[src/rtl/fir_inverse_iir.sv]
// All-pole IIR that undoes a direct-form FIR encoder:
// y[n] = x[n] - sum a[k]*y[n-1-k], one shared multiply per cycle.
module fir_inverse_iir #(
  parameter int WIDTH = 32,
  parameter int ORDER = 8,
  parameter int SCALE = 14
) (
  input  logic                      clk,
  input  logic                      reset,
  input  logic [ORDER*WIDTH-1:0]    coeffs,
  input  logic                      in_valid,
  output logic                      in_ready,
  input  logic signed [WIDTH-1:0]   x_in,
  output logic                      out_valid,
  input  logic                      out_ready,
  output logic signed [WIDTH-1:0]   y_out,
  output logic                      overflow
);

  localparam int AW = 2*WIDTH + $clog2(ORDER) + 1;
  localparam int KW = (ORDER > 1) ? $clog2(ORDER) : 1;
  localparam logic [KW-1:0] K_LAST = KW'(ORDER - 1);

  localparam logic [1:0] S_IDLE = 2'd0;
  localparam logic [1:0] S_MAC  = 2'd1;
  localparam logic [1:0] S_OUT  = 2'd2;

  logic [1:0]               state;
  logic [KW-1:0]            k;
  logic signed [AW-1:0]     acc;
  logic signed [AW-1:0]     acc_next;
  logic signed [AW-1:0]     shifted;
  logic signed [2*WIDTH-1:0] prod;
  logic signed [WIDTH-1:0]  sat_val;
  logic                     clamp;
  logic signed [WIDTH-1:0]  hist [ORDER];
  logic signed [WIDTH-1:0]  coef [ORDER];

  for (genvar g = 0; g < ORDER; g++) begin : g_coef
    assign coef[g] = coeffs[g*WIDTH +: WIDTH];
  end

  assign in_ready  = (state == S_IDLE);
  assign out_valid = (state == S_OUT);

  always_comb begin
    prod     = (2*WIDTH)'(coef[k]) * (2*WIDTH)'(hist[k]);
    acc_next = acc - AW'(prod);
    shifted  = acc_next >>> SCALE;
    // Result fits only if every bit above the output sign bit matches it.
    clamp    = !((&shifted[AW-1:WIDTH-1]) || !(|shifted[AW-1:WIDTH-1]));
    if (!clamp)
      sat_val = shifted[WIDTH-1:0];
    else if (shifted[AW-1])
      sat_val = {1'b1, {(WIDTH-1){1'b0}}};
    else
      sat_val = {1'b0, {(WIDTH-1){1'b1}}};
  end

  always_ff @(posedge clk or posedge reset) begin
    if (reset) begin
      state    <= S_IDLE;
      k        <= '0;
      acc      <= '0;
      y_out    <= '0;
      overflow <= 1'b0;
      for (int unsigned i = 0; i < ORDER; i++)
        hist[i] <= '0;
    end else begin
      case (state)
        S_IDLE: begin
          if (in_valid) begin
            acc   <= AW'(x_in) <<< SCALE;
            k     <= '0;
            state <= S_MAC;
          end
        end
        S_MAC: begin
          acc <= acc_next;
          if (k == K_LAST) begin
            k     <= '0;
            y_out <= sat_val;
            state <= S_OUT;
            if (clamp)
              overflow <= 1'b1;
          end else begin
            k <= k + KW'(1);
          end
        end
        S_OUT: begin
          if (out_ready) begin
            hist[0] <= y_out;
            for (int unsigned i = 1; i < ORDER; i++)
              hist[i] <= hist[i-1];
            state <= S_IDLE;
          end
        end
        default: state <= S_IDLE;
      endcase
    end
  end

endmodule

[config.mk]
export PLATFORM = sky130hd
export DESIGN_NAME = fir_inverse_iir
export DESIGN_NICKNAME = d
export VERILOG_FILES = /design/src/rtl/fir_inverse_iir.sv
export SDC_FILE = /design/constraint.sdc
export NUM_CORES = 2
export LEC_CHECK = 0
export CORE_ASPECT_RATIO = 1.2
export CORE_UTILIZATION = 35
export CTS_BUF_LIST = sky130_fd_sc_hd__clkbuf_2
export CTS_CLUSTER_SIZE = 25
export DETAILED_ROUTE_END_ITERATION = 8
export GPL_TIMING_DRIVEN = 0
export SETUP_SLACK_MARGIN = 0.3
export SLEW_MARGIN = 10
export SYNTH_ARGS = -nofsm -noshare
export SYNTH_HDL_FRONTEND = slang
export SYNTH_SLANG_ARGS = --single-unit
[constraint.sdc]
create_clock -name clk -period 28.4 [get_ports clk]
set_input_delay 5.68 -clock clk [delete_from_list [all_inputs] [get_ports clk]]
set_output_delay 5.68 -clock clk [all_outputs]
set_load 0.005 [all_outputs]
# After elaboration in Yosys (flattened, before gate mapping)
# Cells that the tools add are included.
dict set report classes {
  n_addsub 2
  mul 1
  div 0
  n_lt_le_gt_ge 1
  eq_ne 6
  n_shift 0
  n_mux 17
  bitwise 2
  n_reduce_logical 11
}
# operator count
set ops {}
lappend ops {{binary-select mux 32 bit (select 3 bit)} 2}
lappend ops {{2-to-1 mux 32 bit} 6}
lappend ops {{case mux 68 bit (2 select lines)} 1}
lappend ops {{2-to-1 mux 68 bit} 1}
lappend ops {{subtractor 68 x 64 -> 68 bit} 1}
lappend ops {{multiplier 32 x 32 -> 64 bit} 1}
lappend ops {{AND reduction 23 bit} 1}
lappend ops {{OR reduction 23 bit} 1}
lappend ops {{2-to-1 mux 2 bit} 3}
lappend ops {{2-to-1 mux 3 bit} 2}
lappend ops {{case mux 2 bit (3 select lines)} 1}
lappend ops {{case mux 3 bit (2 select lines)} 1}
lappend ops {{AND reduction 2 bit} 3}
lappend ops {{AND reduction 3 bit} 2}
lappend ops {{greater-or-equal comparator 4 bit (second input constant)} 1}
lappend ops {{!= test 2 bit (second input constant)} 2}
lappend ops {{inverter 3 -> 4 bit} 1}
lappend ops {{adder 3 x 1 -> 3 bit (second input constant)} 1}
lappend ops {{equality test 3 bit (second input constant)} 1}
lappend ops {{equality test 2 x 1 -> 1 bit (second input constant)} 1}
lappend ops {{equality test 2 bit (second input constant)} 1}
lappend ops {{zero test 2 bit} 1}
lappend ops {{!= test 2 x 1 -> 1 bit (second input constant)} 1}
lappend ops {{nonzero test 2 bit} 1}
lappend ops {{other kinds (3)} 3}
dict set report word_totals {
  register_bits 362
  latchBits 0
  ram_bits 0
  rom_bits 0
  inputBits 292
  out_inout_bits 35
  wordCells 53
  n_memories 0
}

# Logic depth before layout (Yosys ltp)
dict set report depth {
  word_depth 11
  depth_mapped 38
  mapped_depth_nobuf 33
}

# Least setup slack after synthesis
# Ideal clock, no wire load.
dict set report synth_path {
  path_kind {in2reg}
  start {input port coeffs[255]}
  end {register y_out[27]}
  t_arrival_ns 15.531
  t_required_ns 28.320
  setup_slack_ns 12.789
  stages 33
  cell_sequence {mux4_2 mux2i_1 clkbuf_1 or2_2 fa_1 inv_1 fa_1 inv_1 fa_1 inv_1 fa_1 inv_1 fa_1 fa_1 fa_1 inv_1 fa_1 inv_1 ha_1 clkbuf_1 nand4_1 nor3_1 nand3_1 a41oi_1 or4b_4 a31o_4 a221oi_4 nand2_2 or4_4 nor4_4 buf_6 a21oi_1 nor3_2}
}
dict set report synth_via {
  elab_chain_cells 9
}
# item line_no
set synth_rtl {}
lappend synth_rtl {{start: declaration} 10} ;# input logic [ORDER*WIDTH-1:0] coeffs,
lappend synth_rtl {{binary-select mux 32 bit (select 3 bit) (*)} 47} ;# prod = (2*WIDTH)'(coef[k]) * (2*WIDTH)'(hist[k]);
lappend synth_rtl {{2-to-1 mux 32 bit (implied by the code) (*) (2 in a row)} 47}
lappend synth_rtl {{multiplier 32 x 32 -> 64 bit (*)} 47}
lappend synth_rtl {{subtractor 68 x 64 -> 68 bit (*)} 48} ;# acc_next = acc - AW'(prod);
lappend synth_rtl {{OR reduction 23 bit} 51} ;# clamp = !((&shifted[AW-1:WIDTH-1]) || !(|shifted[AW-1:WIDTH-1]));
lappend synth_rtl {{zero test 1 bit} 51}
lappend synth_rtl {{logical OR 1 bit} 51}
lappend synth_rtl {{2-to-1 mux 32 bit (*)} 52} ;# if (!clamp)
lappend synth_rtl {{end signal: assignment} 82} ;# y_out <= sat_val;
lappend synth_rtl {{end: declaration} 16} ;# output logic signed [WIDTH-1:0] y_out,
# Every way passes the cells marked *; elsewhere a longest branch is shown, timed or not. The select of a mux whose other input is x is not followed.
# A chain may end at the register's enable or synchronous reset.

# Final worst setup path
dict set report layout_path {
  start {input port coeffs[159]}
  end {register y_out[20]}
}
# Same word-level chain as after synthesis.

==> impl_metrics.csv <==
group,metric,value,unit
sta,tightest_slew,1.42,ns
worst_setup_path,worstSetupEndpointType,"flop",
global_route,grt_overflow,0,
sta,drv_slew,0,
sta,min_period,17.67,ns
min_path,hp-class,"flop to flop",
drt,routed_wl,245000,um
drt,ant_nets,0,
clock_tree,root_buffer,"clkbuf_2",
worst_setup_path,worst_ep_arrival_time,18.65,ns
clock_tree,numCtsBuffers,82,
clock_tree,cts_hold_buf,0,
clock_tree,cts_max_level,3,
drt,via_per_inst,5.28,
yosys,yosysTopAreaCell,"fa_1",
global_route,antenna_found_initial,12,
sta,rsz0062_at_grt,"false",
worst_setup_path,r2r-start,"k[0]$_DFFE_PP0P_",
place,globalplace.congestion,1.02,
layout,fin_util,39.7,%
yosys,synth_cell_types,81,
clock_tree,post_cts_resized,0,
drt,wire_per_inst,28.4,um
yosys,synthArstFlopShare,100,%
clock_tree,cts_tree,"done",
worst_setup_path,cpLargestDelayFamily,"adder cells",
outcome,outcome,"finished, final reports clean",
floorplan,std_cell_rows,164,
min_path,min-delay-start,"hist[142]$_DFFE_PP0P_",
drt,vias,45500,
yosys,syn_area_per_cell,10.0,um^2
worst_setup_path,cpMostUsedCell,"fa_1",
yosys,synth_warnings,0,
sta,fin_worst_skew,0.134,ns
global_route,grt_pass1_wl,353000,um
layout,area_growth,12.2,%
yosys,syn_nets,7656,
place,port_buffers,326,
worst_setup_path,critPathLaunch,"coeffs[159]",
clock_tree,cts_setup_buffers,0,
drt,dr.pass1.iters,8,
place,hpwlAfterDp,207000,um
sta,hold_viol,0,
floorplan,die_area,170000,um^2
layout,nets,8080,
sta,setup_tns,0,ns
clock_tree,clk_path_buf_depth,3,
worst_setup_path,slowest_delay,1.07,ns
run,maxCapViolations,0,
worst_setup_path,critical_path_required,29.38,ns
floorplan,core_area,167000,um^2
floorplan,pin_count,327,
sta,max-slew-margin-rel,2.58,%
floorplan,die_x,377,um
sta,fin_crit_sh,62.2,%
yosys,yosysSeqAreaShare,15.3,%
floorplan,start_util,35.3,%
yosys,synth_top_cell_area_share,41.1,%
global_route,grt_pass1_vias,49800,
yosys,netlist_area,59000,um^2
worst_setup_path,worst-setup-path-type,"input pin to flop",
worst_setup_path,slowest_stage,"fa_2",
layout,drive_gt1_share,10.9,%
yosys,synth-edff-count,0,
worst_setup_path,cp_num_buf_inv,9,
floorplan,die_y,452,um
worst_setup_path,critPathLaunchType,"input pin",
global_route,grt_max_degree,112,
drt,initialDrtViolationCount,4097,
sta,setup_viol,0,
worst_setup_path,critPathMaxFanout,20,
clock_tree,clkTransAtPathRegs,0.12,ns
clock_tree,clkSinkCount,362,
sta,hold_ws,0.467,ns
global_route,grt_usage,29.2,%
layout,num-fill-cells,16700,
yosys,ys.flop_type,"dfrtp_1",
yosys,syn_inst,5881,
sta,timing.fmax,56.6,MHz
yosys,synth.area.top_cells,"fa_1, dfrtp_1, inv_1",
yosys,ys_ff_latch,362,
clock_tree,worst_skew_pair.late_latency,1.20,ns
drt,drc_errors,0,
per-layer routing:
| metal | share of wire, % | wire, um | global-route usage, % | up-vias |
|---|---|---|---|---|
| met5 | 0.023 | 56 | 0 | - |
| met4 | 7.6 | 18700 | 18.7 | 8 |
| met1 | 37 | 91700 | 35.3 | 23900 |
| met2 | 47 | 114000 | 47.6 | 2187 |
| li1 | - | - | - | 18800 |
| met3 | 8.2 | 20100 | 5.86 | 599 |
state kept, by name, summed over array words and instances, names as in the netlist:
register and flops:
hist 256, acc 68, y_out 32, k 3, state 2, overflow 1
worst paths after layout:
| check | endpoint | slack, ns | cells after the start |
|---|---|---|---|
| worst min register to register | hist[110]$_DFFE_PP0P_ | 0.47 | 1 |
| worst max register to register | y_out[30]$_DFFE_PP0P_ | 13.48 | 31 |
| worst min-delay path | hist[110]$_DFFE_PP0P_ | 0.47 | 1 |
| max in group asynchronous | acc[43]$_DFFE_PP0P_ | 21.42 | 5 |
| min in group asynchronous | acc[18]$_DFFE_PP0P_ | 4.95 | 2 |
| worst max-delay path | y_out[20]$_DFFE_PP0P_ | 10.73 | 33 |
cell type report:
type,count,area [um^2],share of cell area [%]
Multi-Input combinational cell,3872,43800,66.2
Sequential cell,362,9060,13.7
Inverter,1363,5120,7.74
Timing Repair Buffer,340,3540,5.35
Tap cell,2241,2800,4.23
Buffer,284,1170,1.77
Clock buffer,109,546,0.824
Clock inverter,26,151,0.229
Antenna cell,9,22.5,0.0340
cell families (layout without fill, tap and decap cells):
group	Yosys count	after routing	synth area share (%)
other	0	9	0
adders and majority gates	1483	1483	46.8
DFF	362	362	15.3
and+or+nand+nor	1434	1434	10.2
AOI/OAI and AO/OA	376	376	3.97
xor gates and xnor gates	67	67	0.994
buffers and inverters	1647	2122	10.6
muxes	512	512	12.0
layout by cell type, fill, tap and decap left out, drive strengths merged, types with 10 or more instances in the layout:
| cell type | count |
|---|---|
| buf | 63 |
| nand2 | 662 |
| a21oi | 144 |
| fa | 1211 |
| nor3 | 79 |
| a221o | 15 |
| mux4 | 128 |
| or2 | 12 |
| a21o | 14 |
| clkbuf | 343 |
| xor2 | 26 |
| ha | 272 |
| nor2 | 565 |
| clkinv | 21 |
| inv | 1366 |
| mux2i | 76 |
| nand4 | 30 |
| xnor2 | 41 |
| mux2 | 308 |
| o21bai | 11 |
| clkdlybuf4s50 | 326 |
| o21ai | 99 |
| nand2b | 14 |
| and2 | 20 |
| dfrtp | 362 |
| nand3 | 10 |
| o31ai | 11 |
metrics by stage:
| stage | setup slack (ns) | area, um^2 | instances |
|---|---|---|---|
| 4_1_cts | 10.75 | 66200 | 8597 |
| 3_5_place_dp | 9.51 | 65500 | 8462 |
| 6_report | 10.73 | 66200 | 8606 |
| 3_3_place_gp | 8.33 | 65100 | 8448 |
| 2_1_floorplan | 12.67 | 59000 | 5881 |
| 5_1_grt | 10.37 | 66200 | 8601 |
synth_stat cells (76+ instances only):
cell type and count:
mux4_2 128, mux2_2 308, clkbuf_1 232, mux2i_1 76
o21ai_0 94, dfrtp_1 362, nand2_1 661, inv_1 1362
ha_1 272, fa_1 1211, nor2_1 565, a21oi_1 139
Power is not shown: default switching activity piles up to over one toggle a cycle in this logic, so the estimate is an artifact.
